### src/rtl/irq_ctrl.sv
// Fixed-priority interrupt requester: latches rising edges into a pending register,
// issues a one-cycle intr trap at a pipeline-safe point and a one-cycle intr_end on mret.
module irq_ctrl #(
    parameter int N_SRC = 4,
    parameter int ID_W  = 2
) (
    input  logic             clk,
    input  logic             rst,
    input  logic [N_SRC-1:0] irq_src,
    input  logic [N_SRC-1:0] src_en,
    input  logic             csr_meie,
    input  logic             csr_mie,
    input  logic             pipe_ready,
    input  logic             mret_ex,
    output logic             intr,
    output logic             intr_end,
    output logic [ID_W-1:0]  intr_id,
    output logic [N_SRC-1:0] irq_pend,
    output logic             busy,
    output logic [1:0]       dbg_state
);

    typedef enum logic [1:0] {
        IDLE = 2'd0,
        ARM  = 2'd1,
        ISR  = 2'd2,
        RET  = 2'd3
    } state_t;

    state_t           state, state_nx;
    logic [N_SRC-1:0] irq_prev;
    logic [N_SRC-1:0] rise;
    logic [N_SRC-1:0] eligible;
    logic [N_SRC-1:0] claim_mask;
    logic [ID_W-1:0]  winner;
    logic             any_elig;
    logic             en_ok;
    logic             claim;

    assign rise     = irq_src & ~irq_prev;
    assign eligible = irq_pend & src_en;
    assign any_elig = |eligible;
    assign en_ok    = csr_meie & csr_mie & any_elig;

    // Scan from the top down so the lowest set index is the one left standing.
    always_comb begin
        winner = '0;
        for (int i = N_SRC - 1; i >= 0; i--) begin
            if (eligible[i]) winner = ID_W'(i);
        end
    end

    // Trap handshake: in ARM the request is implicitly valid while en_ok holds;
    // the CPU accepts it in any cycle with pipe_ready=1, and that cycle is the claim.
    always_comb begin
        state_nx = state;
        claim    = 1'b0;
        case (state)
            IDLE: if (en_ok) state_nx = ARM;
            ARM: begin
                if (!en_ok) begin
                    state_nx = IDLE;
                end else if (pipe_ready) begin
                    claim    = 1'b1;
                    state_nx = ISR;
                end
            end
            ISR:     if (mret_ex) state_nx = RET;
            RET:     state_nx = IDLE;
            default: state_nx = IDLE;
        endcase
    end

    assign claim_mask = claim ? (N_SRC'(1) << winner) : '0;

    always_ff @(posedge clk) begin
        if (rst) begin
            state    <= IDLE;
            irq_prev <= '0;
            irq_pend <= '0;
            intr     <= 1'b0;
            intr_end <= 1'b0;
            intr_id  <= '0;
        end else begin
            state    <= state_nx;
            irq_prev <= irq_src;
            // A fresh edge in the claim cycle survives the clear.
            irq_pend <= (irq_pend & ~claim_mask) | rise;
            intr     <= claim;
            intr_end <= (state == ISR) && mret_ex;
            if (claim) intr_id <= winner;
        end
    end

    assign busy      = (state == ISR) || (state == RET);
    assign dbg_state = state;

endmodule

### config.mk
export PLATFORM = sky130hd
export DESIGN_NAME = irq_ctrl
export DESIGN_NICKNAME = d
export VERILOG_FILES = /design/src/rtl/irq_ctrl.sv
export SDC_FILE = /design/constraint.sdc
export NUM_CORES = 1
export LEC_CHECK = 0
export BUFFER_PORTS_ARGS = -buffer_cell sky130_fd_sc_hd__buf_4
export CORE_AREA = 2 2 39 41
export CTS_BUF_LIST = sky130_fd_sc_hd__clkbuf_16
export CTS_CLUSTER_DIAMETER = 60
export CTS_CLUSTER_SIZE = 28
export DETAILED_ROUTE_END_ITERATION = 12
export DIE_AREA = 0 0 41 43
export HOLD_SLACK_MARGIN = 0.02
export PLACE_DENSITY_LB_ADDON = 0.25
export SLEW_MARGIN = 25
export SYNTH_ARGS = -nofsm -noshare
export SYNTH_HDL_FRONTEND = slang
export SYNTH_SLANG_ARGS = --single-unit
### constraint.sdc
create_clock -name clk -period 2.3 [get_ports clk]
set_input_delay 0.345 -clock clk [delete_from_list [all_inputs] [get_ports clk]]
set_output_delay 0.345 -clock clk [all_outputs]
set_load 0.01 [all_outputs]
Word-level counts from Yosys, hierarchy flattened
Index checks and enable logic that the tools add are counted.
{ "op_classes": {"div": 0, "n_lt_le_gt_ge": 0, "shift": 1, "bitwise": 8, "reduce_logical": 5, "mux": 13, "n_mul": 0, "eq_ne": 6, "n_addsub": 0} }
{ "ops": {"columns": ["cell", "n"], "rows": [
  ["two-way mux 2 bit", 8],
  ["AND 4 bit", 3],
  ["inverter 4 bit", 2],
  ["one-hot mux 2 bit (4 select lines)", 1],
  ["equality test 2 bit (second input constant)", 2],
  ["two-way mux 4 bit", 1],
  ["inequality test 2 bit (second input constant)", 2],
  ["OR 4 bit", 1],
  ["OR reduction 4 bit", 1],
  ["<< shifter 1 x 2 -> 4 bit (first input constant)", 1],
  ["two-way mux 1 bit", 3],
  ["inequality test 3 bit (second input constant)", 1],
  ["AND reduction 3 bit", 1],
  ["AND 1 bit", 2],
  ["equality test 2 x 1 -> 1 bit (second input constant)", 1],
  ["logical NOT 2 bit", 1],
  ["logical AND 1 bit", 1],
  ["logical OR 1 bit", 1]
]} }
{ "totals": {"wordCells": 39, "ff_bits": 14, "output_inout_bits": 11, "latchBits": 0, "n_memories": 0, "ramBits": 0, "in_bits": 14, "mem_bits_ro": 0} }

Longest topological paths before layout
{ "depth": {"ltp_word": 10, "ltp_mapped": 4, "depth_no_buf": 4} }

Least setup slack after synthesis
No wires, ideal clock.
{ "synth_timing": {"path_type": "register -> output", "start": "reg with a tool-made name", "end": "out busy", "setup_slack_ns": 0.976, "stages_incl_launch_ff": 2, "arrival_time_ns": 0.979, "n_path_buf": 1, "required_time_ns": 1.955, "cell_sequence": "dfxtp_1 -> dlygate4sd3_1"} }
{ "synth_rtl": {"columns": ["element", "line", "text"], "rows": [
  ["end, declared", "19", "output logic busy,"]
]} }

==> results.toml <==
[synthesis]
synth_commonest_cells = "14 x dfxtp_1, 6 x nor2b_1, 5 x a21oi_1"
ys_ff_latch = 14
syn_inst = 58
synth_area_um2 = 568
yosysSeqAreaShare = 0.493
synth.area.top_cells = "dfxtp_1 49%, nor2b_1 6.6%, a21oi_1 4.4%"
synth_top_area_cell = "dfxtp_1"
synth_top_area_frac = 0.493
yosysMostFrequentCell = "dfxtp_1"
yosys_warnings = 0
avgSynthCellArea_um2 = 9.79
async_flop_share = 0
synth-main-ff-cell = "dfxtp_1"
ys_types = 26
synth_edf_count = 0
synth_nets = 72

[clock_tree]
post_cts_resized = 0
clk-insertion-delay-late_ns = 0.24
ctsHtreeMaxLevel = 1
postCtsSetupRepairBufs = 0
cts_buffers = 3
cts_root_buf = "clkbuf_16"
clk_pin_slew_worst_paths_ns = 0.04
clockBufferDepth = 2
postCtsHoldBufs = 0
cts_tree = "yes"
cts_sinks = 14

[finish]
n_antenna_cell = 0
final_nets = 99
drive_above_1_share = 0.398
fin_cells = 99
multiInputGateArea_um2 = 267
fin_area_um2 = 830
nFillCells = 126
areaGrowthSynthToFinish_pct = 46.0
regArea_um2 = 280

[sta]
worst_slew_pin_slew_ns = 0.269
fin_crit_ns = 1.31
setup_tns_ns = 0
slew_viol_final = 0
rsz0062_at_grt = "false"
setup_viol = 0
max_freq_mhz = 766
skew_ns = 0.00108
finalWorstSetupSlack_ns = 0.994
relSlewSlack = 0.820
fin_crit_sh = 0.568
holdWs_ns = 0.326
finalHoldViolations = 0

[grt]
grt_overflow = 0
grt_pass1_vias = 427
grt_antenna_before_repair = 0
grtUsageTotal = 0.155
grt_first_pass_wirelength_um = 1770
grt_max_degree = 15

[worst_setup_path]
start_kind = "register"
r2r_slack_ns = 0.99
critical_path_class = "reg -> reg"
cp.arrival_ns = 1.48
cp.required_ns = 2.47
cp-end-kind = "register"
worst-path-max-fanout = 5

[floorplan]
die_x_um = 41
rows = 14
core_area_mm2 = 0.00138
fp.dieH_um = 43
start_util = 0.410
dieArea_mm2 = 0.00176
io_pins = 25

[pwr]
pwr-share-comb = 0.100
switchingPower_mw = 0.121
swShare = 0.190
seq_power_share = 0.411
p_clk_frac = 0.489
power_density_mw_per_mm2 = 768
leakage_nw = 0.360
p_int_mw = 0.516
ir_drop_mv = 0.498

[route]
antenna_left = 0
drt_iter0_markers = 6
viasPerCell = 5.21
drc_errors = 0
dr.pass1.iters = 4
routed-via-count = 516
wl_um = 1110
post_drt_wl_per_cell_um = 11.2

[run_status]
outcome = "finished, final reports clean"

[placement]
gp_congestion = 0.738
dp_slack_ns = 0.952
hpwl_um = 830
io_buffers = 24
placed_cell_area_um2 = 754
post-place-cells = 96

[min_path]
hp-class = "in -> reg"

[flow_run]
drv_cap = 0
==> metrics by stage <==
step,util,total power [mW]
after floorplan,-,0.296
after global placement,0.545,0.329
after detailed placement,0.545,0.330
after CTS,0.599,0.642
after global routing,0.599,0.662
final,0.599,0.637
==> state kept, by name, summed over array words and instances (netlist names), named ones only <==
signal,flops
intr,1
intr_id,2
dbg_state,1
intr_end,1
irq_pend,4
irq_prev,4
==> layout by cell type (no fill, tap or decap) <==
cell	instances
buf_4	24
o21ba_2	1
and2_2	1
nor2b_1	6
a22o_2	1
a22o_1	1
nor3b_1	1
o211ai_4	1
a21oi_1	5
or3_1	1
nand3_1	1
and3b_2	1
nand2_1	4
o2bb2ai_1	1
o211ai_1	1
nand2b_1	3
clkbuf_16	3
o31ai_1	1
dfxtp_1	14
a21oi_2	1
or2b_1	1
nor2_1	4
a32oi_1	1
inv_1	2
nand4_1	2
a22oi_1	1
==> per-layer routing <==
layer,wire [µm],track usage
met1,450,0.174
met2,550,0.228
met3,85,0.0628
met4,23,0.100
met5,0,0
==> critical path: stages, from the launching register on <==
cell      delay [ns]
dfxtp_1         0.32
and3b_2         0.31
o211ai_4        0.11
or3_1           0.38
a21oi_2         0.12
==> area by class of cell <==
cell class / instances / share of cell area
clock buffer: 3 / 0.0905
timing repair buffer: 24 / 0.217
multi-input combinational: 40 / 0.321
inverter: 2 / 0.00905
sequential: 14 / 0.338
tap: 16 / 0.0241
==> power by group through the flow <==
| stage | logic, mW | registers [mW] | clock network, mW |
|---|---|---|---|
| after floorplan | 0.0279 | 0.268 | 0 |
| after global placement | 0.0634 | 0.266 | 0 |
| after detailed placement | 0.0638 | 0.266 | 0 |
| after CTS | 0.0646 | 0.262 | 0.316 |
| after global routing | 0.0711 | 0.263 | 0.328 |
| final | 0.0638 | 0.262 | 0.311 |
==> cells by family after synthesis <==
| kind of cell | share of synthesized area |
|---|---|
| compound gates | 0.218 |
| buf+inv | 0.0374 |
| simple gates | 0.251 |
| flops | 0.493 |
==> final timing paths <==
check,start,to,cells after the start
hold / removal,irq_src[0],irq_prev[0]$_SDFF_PP0_,2
setup reg to reg,register,intr_id[0]$_SDFFE_PP0P_,4
hold reg to reg,irq_prev[2]$_SDFF_PP0_,irq_pend[2]$_SDFF_PP0_,2
setup / recovery,register,intr_id[0]$_SDFFE_PP0P_,4
(Power assumes the default switching activity.)
